$ cat src/rtl/iomem_bus_master_if.sv
`default_nettype none
// ============================================================================
// Module   : iomem_bus_master_if
// Purpose  : Bundles the client request/response port and the iomem bus
//            of iomem_bus_master. Directions in the names are the master's
//            view (_i = into the master, _o = out of the master).
// Ports    : req_*   client request  (valid/ready)
//            rsp_*   client response (one-cycle pulse, no back-pressure)
//            iomem_* bus toward the board-level responder
//            busy_o  master is not idle
// Revision : 1.0  initial release
// ============================================================================
interface iomem_bus_master_if;
  logic        req_valid_i;
  logic        req_ready_o;
  logic [31:0] req_addr_i;
  logic [31:0] req_wdata_i;
  logic [3:0]  req_wstrb_i;
  logic        req_burst_i;

  logic        rsp_valid_o;
  logic [31:0] rsp_rdata_o;
  logic        rsp_last_o;
  logic        rsp_err_o;

  logic        iomem_valid_o;
  logic        iomem_ready_i;
  logic [3:0]  iomem_wstrb_o;
  logic [31:0] iomem_addr_o;
  logic [31:0] iomem_wdata_o;
  logic [31:0] iomem_rdata_i;

  logic        busy_o;

  // Bus master (the design itself).
  modport master (
    input  req_valid_i, req_addr_i, req_wdata_i, req_wstrb_i, req_burst_i,
    input  iomem_ready_i, iomem_rdata_i,
    output req_ready_o,
    output rsp_valid_o, rsp_rdata_o, rsp_last_o, rsp_err_o,
    output iomem_valid_o, iomem_wstrb_o, iomem_addr_o, iomem_wdata_o,
    output busy_o
  );

  // Environment: client plus responder.
  modport slave (
    output req_valid_i, req_addr_i, req_wdata_i, req_wstrb_i, req_burst_i,
    output iomem_ready_i, iomem_rdata_i,
    input  req_ready_o,
    input  rsp_valid_o, rsp_rdata_o, rsp_last_o, rsp_err_o,
    input  iomem_valid_o, iomem_wstrb_o, iomem_addr_o, iomem_wdata_o,
    input  busy_o
  );
endinterface
`default_nettype wire

$ cat src/rtl/iomem_bus_master.sv
`default_nettype none
// ============================================================================
// Module   : iomem_bus_master
// Purpose  : Initiator on the iomem valid/ready bus. Accepts single-word
//            read/write requests and critical-word-first wrapping line-read
//            bursts, returns one response pulse per beat, and aborts any
//            access whose responder never becomes ready.
// Ports    : clk_i   single clock
//            rst_ni  synchronous active-low reset
//            bus     iomem_bus_master_if.master (req_*, rsp_*, iomem_*, busy_o)
// Params   : LINE_WORDS      words per burst line (power of two, 2..64)
//            TIMEOUT_CYCLES  max valid cycles without ready (>= 2)
// Revision : 1.0  initial release
// ============================================================================
module iomem_bus_master #(
  parameter int LINE_WORDS     = 8,
  parameter int TIMEOUT_CYCLES = 1024
) (
  input  wire logic           clk_i,
  input  wire logic           rst_ni,
  iomem_bus_master_if.master  bus
);

  localparam int c_OFF  = $clog2(LINE_WORDS * 4);   // byte-offset bits in a line
  localparam int c_IDXW = $clog2(LINE_WORDS);       // word-index bits in a line
  localparam int c_BW   = $clog2(LINE_WORDS) + 1;   // beat counter holds LINE_WORDS
  localparam int c_TW   = $clog2(TIMEOUT_CYCLES);   // holds TIMEOUT_CYCLES-1

  localparam logic [c_BW-1:0] c_BEATS = c_BW'(LINE_WORDS);
  localparam logic [c_TW-1:0] c_TMAX  = c_TW'(TIMEOUT_CYCLES - 1);

  typedef enum logic [1:0] {
    S_IDLE  = 2'd0,
    S_ISSUE = 2'd1,
    S_GAP   = 2'd2
  } state_t;

  state_t            r_state, w_state;
  logic [c_BW-1:0]   r_beats, w_beats;
  logic [c_TW-1:0]   r_tmo,   w_tmo;
  logic [31:0]       r_addr,  w_addr;
  logic [31:0]       r_wdata, w_wdata;
  logic [3:0]        r_wstrb, w_wstrb;
  logic              r_valid, w_valid;
  logic              r_rsp_valid, w_rsp_valid;
  logic [31:0]       r_rsp_rdata, w_rsp_rdata;
  logic              r_rsp_last,  w_rsp_last;
  logic              r_rsp_err,   w_rsp_err;

  logic              w_hs;
  logic [c_IDXW-1:0] w_idx_inc;
  logic              w_unused;

  assign w_hs      = r_valid & bus.iomem_ready_i;
  // Only the word index inside the line advances; it wraps naturally.
  assign w_idx_inc = r_addr[c_OFF-1:2] + c_IDXW'(1);
  assign w_unused  = ^bus.req_addr_i[1:0];

  // Next-state and next-register values. Every registered output is
  // computed here and captured by the flop process below.
  always_comb begin
    w_state     = r_state;
    w_beats     = r_beats;
    w_tmo       = r_tmo;
    w_addr      = r_addr;
    w_wdata     = r_wdata;
    w_wstrb     = r_wstrb;
    w_valid     = 1'b0;
    w_rsp_valid = 1'b0;
    w_rsp_rdata = 32'd0;
    w_rsp_last  = 1'b0;
    w_rsp_err   = 1'b0;

    case (r_state)
      S_IDLE: begin
        if (bus.req_valid_i) begin
          w_state = S_ISSUE;
          w_valid = 1'b1;
          w_addr  = {bus.req_addr_i[31:2], 2'b00};
          w_wdata = bus.req_wdata_i;
          w_wstrb = bus.req_wstrb_i;
          w_beats = (bus.req_wstrb_i == 4'd0 && bus.req_burst_i) ? c_BEATS : c_BW'(1);
          w_tmo   = '0;
        end
      end

      S_ISSUE: begin
        w_valid = 1'b1;
        // Handshake has priority over the timeout threshold.
        if (w_hs) begin
          w_valid     = 1'b0;
          w_rsp_valid = 1'b1;
          w_rsp_rdata = (r_wstrb == 4'd0) ? bus.iomem_rdata_i : 32'd0;
          w_beats     = r_beats - c_BW'(1);
          if (r_beats == c_BW'(1)) begin
            w_state    = S_IDLE;
            w_rsp_last = 1'b1;
          end else begin
            w_state = S_GAP;
          end
        end else if (r_tmo == c_TMAX) begin
          // Abort: remaining burst beats are dropped.
          w_state     = S_IDLE;
          w_valid     = 1'b0;
          w_rsp_valid = 1'b1;
          w_rsp_err   = 1'b1;
          w_rsp_last  = 1'b1;
        end else begin
          w_tmo = r_tmo + c_TW'(1);
        end
      end

      S_GAP: begin
        w_state = S_ISSUE;
        w_valid = 1'b1;
        w_tmo   = '0;
        w_addr  = {r_addr[31:c_OFF], w_idx_inc, 2'b00};
      end

      default: begin
        w_state = S_IDLE;
      end
    endcase
  end

  always_ff @(posedge clk_i) begin
    if (!rst_ni) begin
      r_state     <= S_IDLE;
      r_beats     <= '0;
      r_tmo       <= '0;
      r_addr      <= 32'd0;
      r_wdata     <= 32'd0;
      r_wstrb     <= 4'd0;
      r_valid     <= 1'b0;
      r_rsp_valid <= 1'b0;
      r_rsp_rdata <= 32'd0;
      r_rsp_last  <= 1'b0;
      r_rsp_err   <= 1'b0;
    end else begin
      r_state     <= w_state;
      r_beats     <= w_beats;
      r_tmo       <= w_tmo;
      r_addr      <= w_addr;
      r_wdata     <= w_wdata;
      r_wstrb     <= w_wstrb;
      r_valid     <= w_valid;
      r_rsp_valid <= w_rsp_valid;
      r_rsp_rdata <= w_rsp_rdata;
      r_rsp_last  <= w_rsp_last;
      r_rsp_err   <= w_rsp_err;
    end
  end

  assign bus.req_ready_o   = (r_state == S_IDLE);
  assign bus.busy_o        = (r_state != S_IDLE);
  assign bus.rsp_valid_o   = r_rsp_valid;
  assign bus.rsp_rdata_o   = r_rsp_rdata;
  assign bus.rsp_last_o    = r_rsp_last;
  assign bus.rsp_err_o     = r_rsp_err;
  assign bus.iomem_valid_o = r_valid;
  assign bus.iomem_addr_o  = r_addr;
  assign bus.iomem_wdata_o = r_wdata;
  assign bus.iomem_wstrb_o = r_wstrb;

endmodule
`default_nettype wire

$ cat src/flat_wrapper.sv
// flat-port wrapper written by rule: the top's interface ports become plain ports
module iomem_bus_master_flat 
#(
  parameter int LINE_WORDS     = 8,
  parameter int TIMEOUT_CYCLES = 1024
)
  (clk_i, rst_ni, bus_req_valid_i, bus_req_addr_i, bus_req_wdata_i, bus_req_wstrb_i, bus_req_burst_i, bus_iomem_ready_i, bus_iomem_rdata_i, bus_req_ready_o, bus_rsp_valid_o, bus_rsp_rdata_o, bus_rsp_last_o, bus_rsp_err_o, bus_iomem_valid_o, bus_iomem_wstrb_o, bus_iomem_addr_o, bus_iomem_wdata_o, bus_busy_o);
  iomem_bus_master_if bus_i ();
  input  wire logic clk_i;
  input  wire logic rst_ni;
  input wire logic [$bits(bus_i.req_valid_i)-1:0] bus_req_valid_i;
  input wire logic [$bits(bus_i.req_addr_i)-1:0] bus_req_addr_i;
  input wire logic [$bits(bus_i.req_wdata_i)-1:0] bus_req_wdata_i;
  input wire logic [$bits(bus_i.req_wstrb_i)-1:0] bus_req_wstrb_i;
  input wire logic [$bits(bus_i.req_burst_i)-1:0] bus_req_burst_i;
  input wire logic [$bits(bus_i.iomem_ready_i)-1:0] bus_iomem_ready_i;
  input wire logic [$bits(bus_i.iomem_rdata_i)-1:0] bus_iomem_rdata_i;
  output wire logic [$bits(bus_i.req_ready_o)-1:0] bus_req_ready_o;
  output wire logic [$bits(bus_i.rsp_valid_o)-1:0] bus_rsp_valid_o;
  output wire logic [$bits(bus_i.rsp_rdata_o)-1:0] bus_rsp_rdata_o;
  output wire logic [$bits(bus_i.rsp_last_o)-1:0] bus_rsp_last_o;
  output wire logic [$bits(bus_i.rsp_err_o)-1:0] bus_rsp_err_o;
  output wire logic [$bits(bus_i.iomem_valid_o)-1:0] bus_iomem_valid_o;
  output wire logic [$bits(bus_i.iomem_wstrb_o)-1:0] bus_iomem_wstrb_o;
  output wire logic [$bits(bus_i.iomem_addr_o)-1:0] bus_iomem_addr_o;
  output wire logic [$bits(bus_i.iomem_wdata_o)-1:0] bus_iomem_wdata_o;
  output wire logic [$bits(bus_i.busy_o)-1:0] bus_busy_o;
  assign bus_i.req_valid_i = bus_req_valid_i;
  assign bus_i.req_addr_i = bus_req_addr_i;
  assign bus_i.req_wdata_i = bus_req_wdata_i;
  assign bus_i.req_wstrb_i = bus_req_wstrb_i;
  assign bus_i.req_burst_i = bus_req_burst_i;
  assign bus_i.iomem_ready_i = bus_iomem_ready_i;
  assign bus_i.iomem_rdata_i = bus_iomem_rdata_i;
  assign bus_req_ready_o = bus_i.req_ready_o;
  assign bus_rsp_valid_o = bus_i.rsp_valid_o;
  assign bus_rsp_rdata_o = bus_i.rsp_rdata_o;
  assign bus_rsp_last_o = bus_i.rsp_last_o;
  assign bus_rsp_err_o = bus_i.rsp_err_o;
  assign bus_iomem_valid_o = bus_i.iomem_valid_o;
  assign bus_iomem_wstrb_o = bus_i.iomem_wstrb_o;
  assign bus_iomem_addr_o = bus_i.iomem_addr_o;
  assign bus_iomem_wdata_o = bus_i.iomem_wdata_o;
  assign bus_busy_o = bus_i.busy_o;
  iomem_bus_master #(.LINE_WORDS(LINE_WORDS), .TIMEOUT_CYCLES(TIMEOUT_CYCLES)) u_core (.clk_i(clk_i), .rst_ni(rst_ni), .bus(bus_i));
endmodule
$ cat config.mk
export PLATFORM = sky130hd
export DESIGN_NAME = iomem_bus_master_flat
export DESIGN_NICKNAME = d
export VERILOG_FILES = /design/src/rtl/iomem_bus_master_if.sv /design/src/rtl/iomem_bus_master.sv /design/src/flat_wrapper.sv
export SDC_FILE = /design/constraint.sdc
export NUM_CORES = 1
export LEC_CHECK = 0
export CAP_MARGIN = 20
export CORE_AREA = 5 5 106 108
export DETAILED_ROUTE_END_ITERATION = 10
export DIE_AREA = 0 0 111 113
export GPL_ROUTABILITY_DRIVEN = 1
export GPL_TIMING_DRIVEN = 0
export PLACE_DENSITY = 0.84
export SETUP_SLACK_MARGIN = 0.3
export SLEW_MARGIN = 15
export SYNTH_ARGS = -nofsm -noshare
export SYNTH_HDL_FRONTEND = slang
export SYNTH_SLANG_ARGS = --single-unit
$ cat constraint.sdc
create_clock -name clk_i -period 3.38 [get_ports clk_i]
set_input_delay 0.676 -clock clk_i [delete_from_list [all_inputs] [get_ports clk_i]]
set_output_delay 0.676 -clock clk_i [all_outputs]
set_load 0.05 [all_outputs]
# [Word-level counts from Yosys, hierarchy flattened]
# Cells that the tools add are included.
[totals] output_inout_bits=106 inputBits=105 word_cells=68 reg_bits=120
[classes] add_sub_neg=3 n_mux=23 reduce_logical=17 bitwise_logic=4 eq_ne=9
[op_table] operator="case mux 32 bit (2 select lines)" n=1
[op_table] operator="2-to-1 mux 32 bit" n=1
[op_table] operator="2-to-1 mux 10 bit" n=3
[op_table] operator="case mux 10 bit (3 select lines)" n=1
[op_table] operator="2-to-1 mux 4 bit" n=3
[op_table] operator="adder 10 x 1 -> 10 bit, second input constant" n=1
[op_table] operator="equality test 10 bit, second input constant" n=1
[op_table] operator="zero test 4 bit" n=2
[op_table] operator="2-to-1 mux 2 bit" n=4
[op_table] operator="case mux 4 bit (2 select lines)" n=1
[op_table] operator="AND reduction 2 bit" n=4
[op_table] operator="AND reduction 4 bit" n=2
[op_table] operator="2-to-1 mux 1 bit" n=7
[op_table] operator="inequality test 2 bit, second input constant" n=3
[op_table] operator="case mux 2 bit (3 select lines)" n=1
[op_table] operator="AND reduction 3 bit" n=2
[op_table] operator="nonzero test 2 bit" n=3
[op_table] operator="equality test 4 x 1 -> 1 bit, second input constant" n=1
[op_table] operator="subtractor 4 x 1 -> 4 bit, second input constant" n=1
[op_table] operator="adder 3 x 1 -> 3 bit, second input constant" n=1
[op_table] operator="inequality test 3 x 1 -> 1 bit, second input constant" n=1
[op_table] operator="NOT 1 bit" n=3
[op_table] operator="case mux 1 bit (3 select lines)" n=1
[op_table] operator="nonzero test 3 bit" n=1
[op_table] operator="other kinds (7)" n=7

# [Depth between registers and ports, before layout]
[logic_depth] depth_word=5 depth_mapped=6

# [Least setup slack after synthesis]
# OpenSTA, ideal clock, no wires.
[synth_path] path_kind="reg2out" start="register u_core.r_state[1]" end="output bus_busy_o" arrival_time_ns=1.592 setup_slack_ns=1.112 path_stages_with_launch=3 cell_sequence="dfxtp_1 -> nor2_1 -> inv_1"
[synth_via] elab_chain_cells=1
[synth_rtl] item="start: declaration" line_no="iomem_bus_master.sv:38" text="state_t r_state, w_state;"
[synth_rtl] item="start signal: assignment" line_no="iomem_bus_master.sv:140" text="r_state <= w_state;"
[synth_rtl] item="nonzero test 2 bit" line_no="iomem_bus_master.sv:155" text="assign bus.busy_o = (r_state != S_IDLE);"
[synth_rtl] item="end: declaration" line_no="flat_wrapper.sv:27" text="output wire logic [$bits(bus_i.busy_o)-1:0] bus_busy_o;"
# No other way between the ends.

# [Worst setup path in the final report]
[layout_path] start="register u_core.r_state[1]" end="output bus_req_ready_o"
[layout_via] elab_chain_cells=1
[layout_rtl] item="zero test 2 bit" line_no="iomem_bus_master.sv:154" text="assign bus.req_ready_o = (r_state == S_IDLE);"
[layout_rtl] item="end: declaration" line_no="flat_wrapper.sv:18" text="output wire logic [$bits(bus_i.req_ready_o)-1:0] bus_req_ready_o;"
# No other way between the ends.

==> results.py <==
metrics = {
    "outcome": {
        "status": "finished clean",
    },
    "synth": {
        "synthAdderAreaFrac": 0.0118,
        "yosys.area_share.simple": 0.244,
        "synthMuxAreaShare": 0.00705,
        "synth_ff_type": "dfxtp_1",
        "synthArstFlopShare": 0,
        "synth-xor-area-share": 0,
        "yosysWarnings": 0,
        "synth-seq-cells": 118,
        "synth_top_family_by_area": "simple AND/OR/NAND/NOR gates",
        "avgSynthCellArea_um2": 8.81,
        "synth_edf_count": 0,
        "mappedNetlistArea_um2": 4260,
        "synth_seq_area_share": 0.555,
        "synth_cells": 483,
        "synth_cell_type_count": 52,
        "synth_compound_area_frac": 0.147,
    },
    "power_and_ir_drop": {
        "powerDensity_nw_per_um2": 557,
        "p_leak_nw": 2.72,
        "peakVddDrop_uv": 376,
    },
    "job": {
        "maxCapViolCount": 0,
    },
    "sta": {
        "fmax_mhz": 368,
        "finalCritPeriodShare": 0.805,
        "final_hold_viol_count": 0,
        "setup_viol": 0,
        "fin_setup_tns_ps": 0,
        "setup_slack_ps": 660,
        "hold_slack_ps": 454,
        "drv_slew": 0,
        "clock_skew_ps": 7.87,
        "max-slew-margin-rel": 0.538,
        "tightest_slew_ps": 693,
        "rsz0062_at_grt": "false",
        "post-route-min-period_ps": 2720,
    },
    "floorplan": {
        "dieWidth_um": 111,
        "row_count": 37,
        "die_h_um": 113,
        "io_pins": 211,
        "core_um2": 10100,
        "die-area_um2": 12500,
        "initial_core_util": 0.420,
    },
    "drt": {
        "post_drt_via_cell_ratio": 4.99,
        "wire_per_inst_um": 16.4,
        "drt-total-wl_um": 14000,
        "dr_total_vias": 4271,
        "ant_nets": 0,
        "first_pass_iters": 5,
        "drcViolationCount": 0,
        "drt_iter0_drc": 301,
    },
    "critical_path": {
        "critical_path_peak_fanout": 7,
        "cp_cell_sequence": "nor2_1, clkdlybuf4s50_1",
        "end_kind": "output port",
        "arrival_ps": 2040,
        "crit_buf_inv": 1,
        "required_ps": 2700,
        "cp_slowest_cell": "clkdlybuf4s50_1",
        "critPathKind": "flip-flop to output port",
        "crit_family": "buffers and inverters",
        "startpoint_type": "flip-flop",
        "max_stage_delay_ps": 860,
    },
    "layout": {
        "antennaDiodeCount": 0,
        "layout-drive-gt1-share": 0.0806,
        "fillers": 749,
        "postLayoutCellArea_um2": 7090,
        "area_growth_pct": 66.5,
        "fin_nets": 818,
    },
    "global_route": {
        "grt_pass1_vias": 4286,
        "grt_max_degree": 17,
        "gr-usage-all-layers": 0.218,
        "grt_overflow": 0,
        "antenna_found_initial": 0,
        "grt_pass1_wl_um": 21800,
    },
    "cts": {
        "cts_resized": 0,
        "insertion_delay_ps": 520,
        "cts_setup_buffers": 0,
        "cts_buffers": 17,
        "cts_root_buffer": "clkbuf_8",
        "htree_levels": 4,
        "cts_max_path_buffers": 2,
        "cts_hold_buf": 0,
        "path_clk_slew_ps": 60,
        "cts.sinks": 118,
        "cts_tree": "yes",
    },
    "place": {
        "place_congestion": 0.823,
        "port_buffers": 206,
        "dp_hpwl_um": 10700,
        "dp_slack_ps": 762,
        "dpl_cell_area_um2": 6490,
    },
    "min_path": {
        "hp-class": "flip-flop to flip-flop",
    },
}
==> worst register-to-register path: stages, from the launching register on <==
cell	delay, ps
dfxtp_1	380
ha_1	270
nand4_2	200
nor4_4	570
o31ai_1	150
a21oi_1	220
==> kinds of logic (layout without fill, tap and decap cells) <==
logic type	after synthesis	count (layout)
adders and majority gates	4	4
DFF	118	118
other	1	2
buffers and inverters	32	268
muxes	3	3
AOI/OAI and AO/OA	105	105
and+or+nand+nor	220	220
==> routing by layer <==
layer | track usage | vias up | routed length [um]
met3 | 0.0636 | 24 | 969
met2 | 0.407 | 180 | 7450
li1 | - | 2075 | -
met1 | 0.228 | 1992 | 5270
met5 | 0 | - | 0
met4 | 0.0928 | 0 | 322
==> path summary, 6_finish.rpt <==
check | startpoint | depth (start not counted) | slack, ps | endpoint
max | u_core.r_state[1] | 2 | 660 | bus_req_ready_o
max reg2reg | u_core.r_tmo[0] | 5 | 1510 | u_core.r_tmo[5]
min reg2reg | u_core.bus.iomem_addr_o[11] | 2 | 450 | u_core.bus.iomem_addr_o[11]
min | u_core.bus.iomem_addr_o[11] | 2 | 450 | u_core.bus.iomem_addr_o[11]
==> placed cells by master, fill, tap and decap left out, types with 4 or more instances in the layout <==
master / count
a211oi_1: 4
a21oi_1: 76
and2_1: 33
buf_2: 8
clkbuf_1: 13
clkbuf_16: 16
clkbuf_8: 5
clkdlybuf4s50_1: 206
clkinv_2: 4
dfxtp_1: 118
ha_1: 4
inv_1: 4
nand2_1: 140
nand3_1: 5
nor2_1: 9
nor3_1: 5
o21ai_0: 4
==> through the flow <==
stage | utilization | total power [mW] | cells
6_report | 0.699 | 3.94 | 856
5_1_grt | 0.699 | 4.09 | 856
4_1_cts | 0.699 | 3.96 | 856
3_5_place_dp | 0.640 | 2.18 | 826
3_3_place_gp | 0.640 | 2.16 | 826
2_1_floorplan | - | 1.89 | 484
==> final cells by class <==
cell class | instances | area [um^2] | area share
Buffer | 27 | 126 | 0.0178
Clock buffer | 21 | 469 | 0.0662
Clock inverter | 9 | 125 | 0.0177
Inverter | 5 | 18.8 | 0.00265
Multi-Input combinational cell | 334 | 1750 | 0.247
Sequential cell | 118 | 2360 | 0.333
Tap cell | 136 | 170 | 0.0240
Timing Repair Buffer | 206 | 2060 | 0.291
==> power by group <==
part	total [mW]	leakage (nW)	internal, mW	switching, mW
Sequential	1.49	0.962	1.45	0.0393
Clock	1.79	0.291	1.19	0.603
Combinational	0.662	1.46	0.267	0.395
Total	3.94	2.72	2.91	1.04
==> cells in the mapped netlist (2+ instances only) <==
library cell,instances,area [um^2]
a21o_1,2,15.0
nand3_1,5,25.0
nor2_1,9,33.8
o211ai_1,2,15.0
or3_1,3,18.8
nand2_2,2,12.5
buf_4,3,22.5
and3_1,2,12.5
nand2b_1,3,18.8
a211oi_1,4,30.0
or4_1,3,22.5
o31ai_1,3,22.5
buf_2,8,40.0
dfxtp_1,118,2360
inv_1,4,15.0
a21oi_1,76,380
and2_1,33,206
nor4_1,2,12.5
nand4_1,3,18.8
o21ai_0,4,20.0
nand2_1,140,526
ha_1,4,50.1
mux2i_1,3,30.0
clkbuf_2,3,15.0
clkbuf_1,13,48.8
nor3_1,5,25.0
==> state kept, by name, indices dropped and copies added (netlist names) <==
name                      flops
u_core.bus.rsp_err_o          1
u_core.bus.rsp_valid_o        1
u_core.bus.iomem_wdata_o     32
u_core.r_beats                4
u_core.r_tmo                 10
u_core.bus.rsp_rdata_o       32
u_core.bus.iomem_valid_o      1
u_core.bus.iomem_addr_o      30
u_core.r_state                2
u_core.bus.iomem_wstrb_o      4
u_core.bus.rsp_last_o         1
Note: power is estimated with default switching activity, not from simulation.
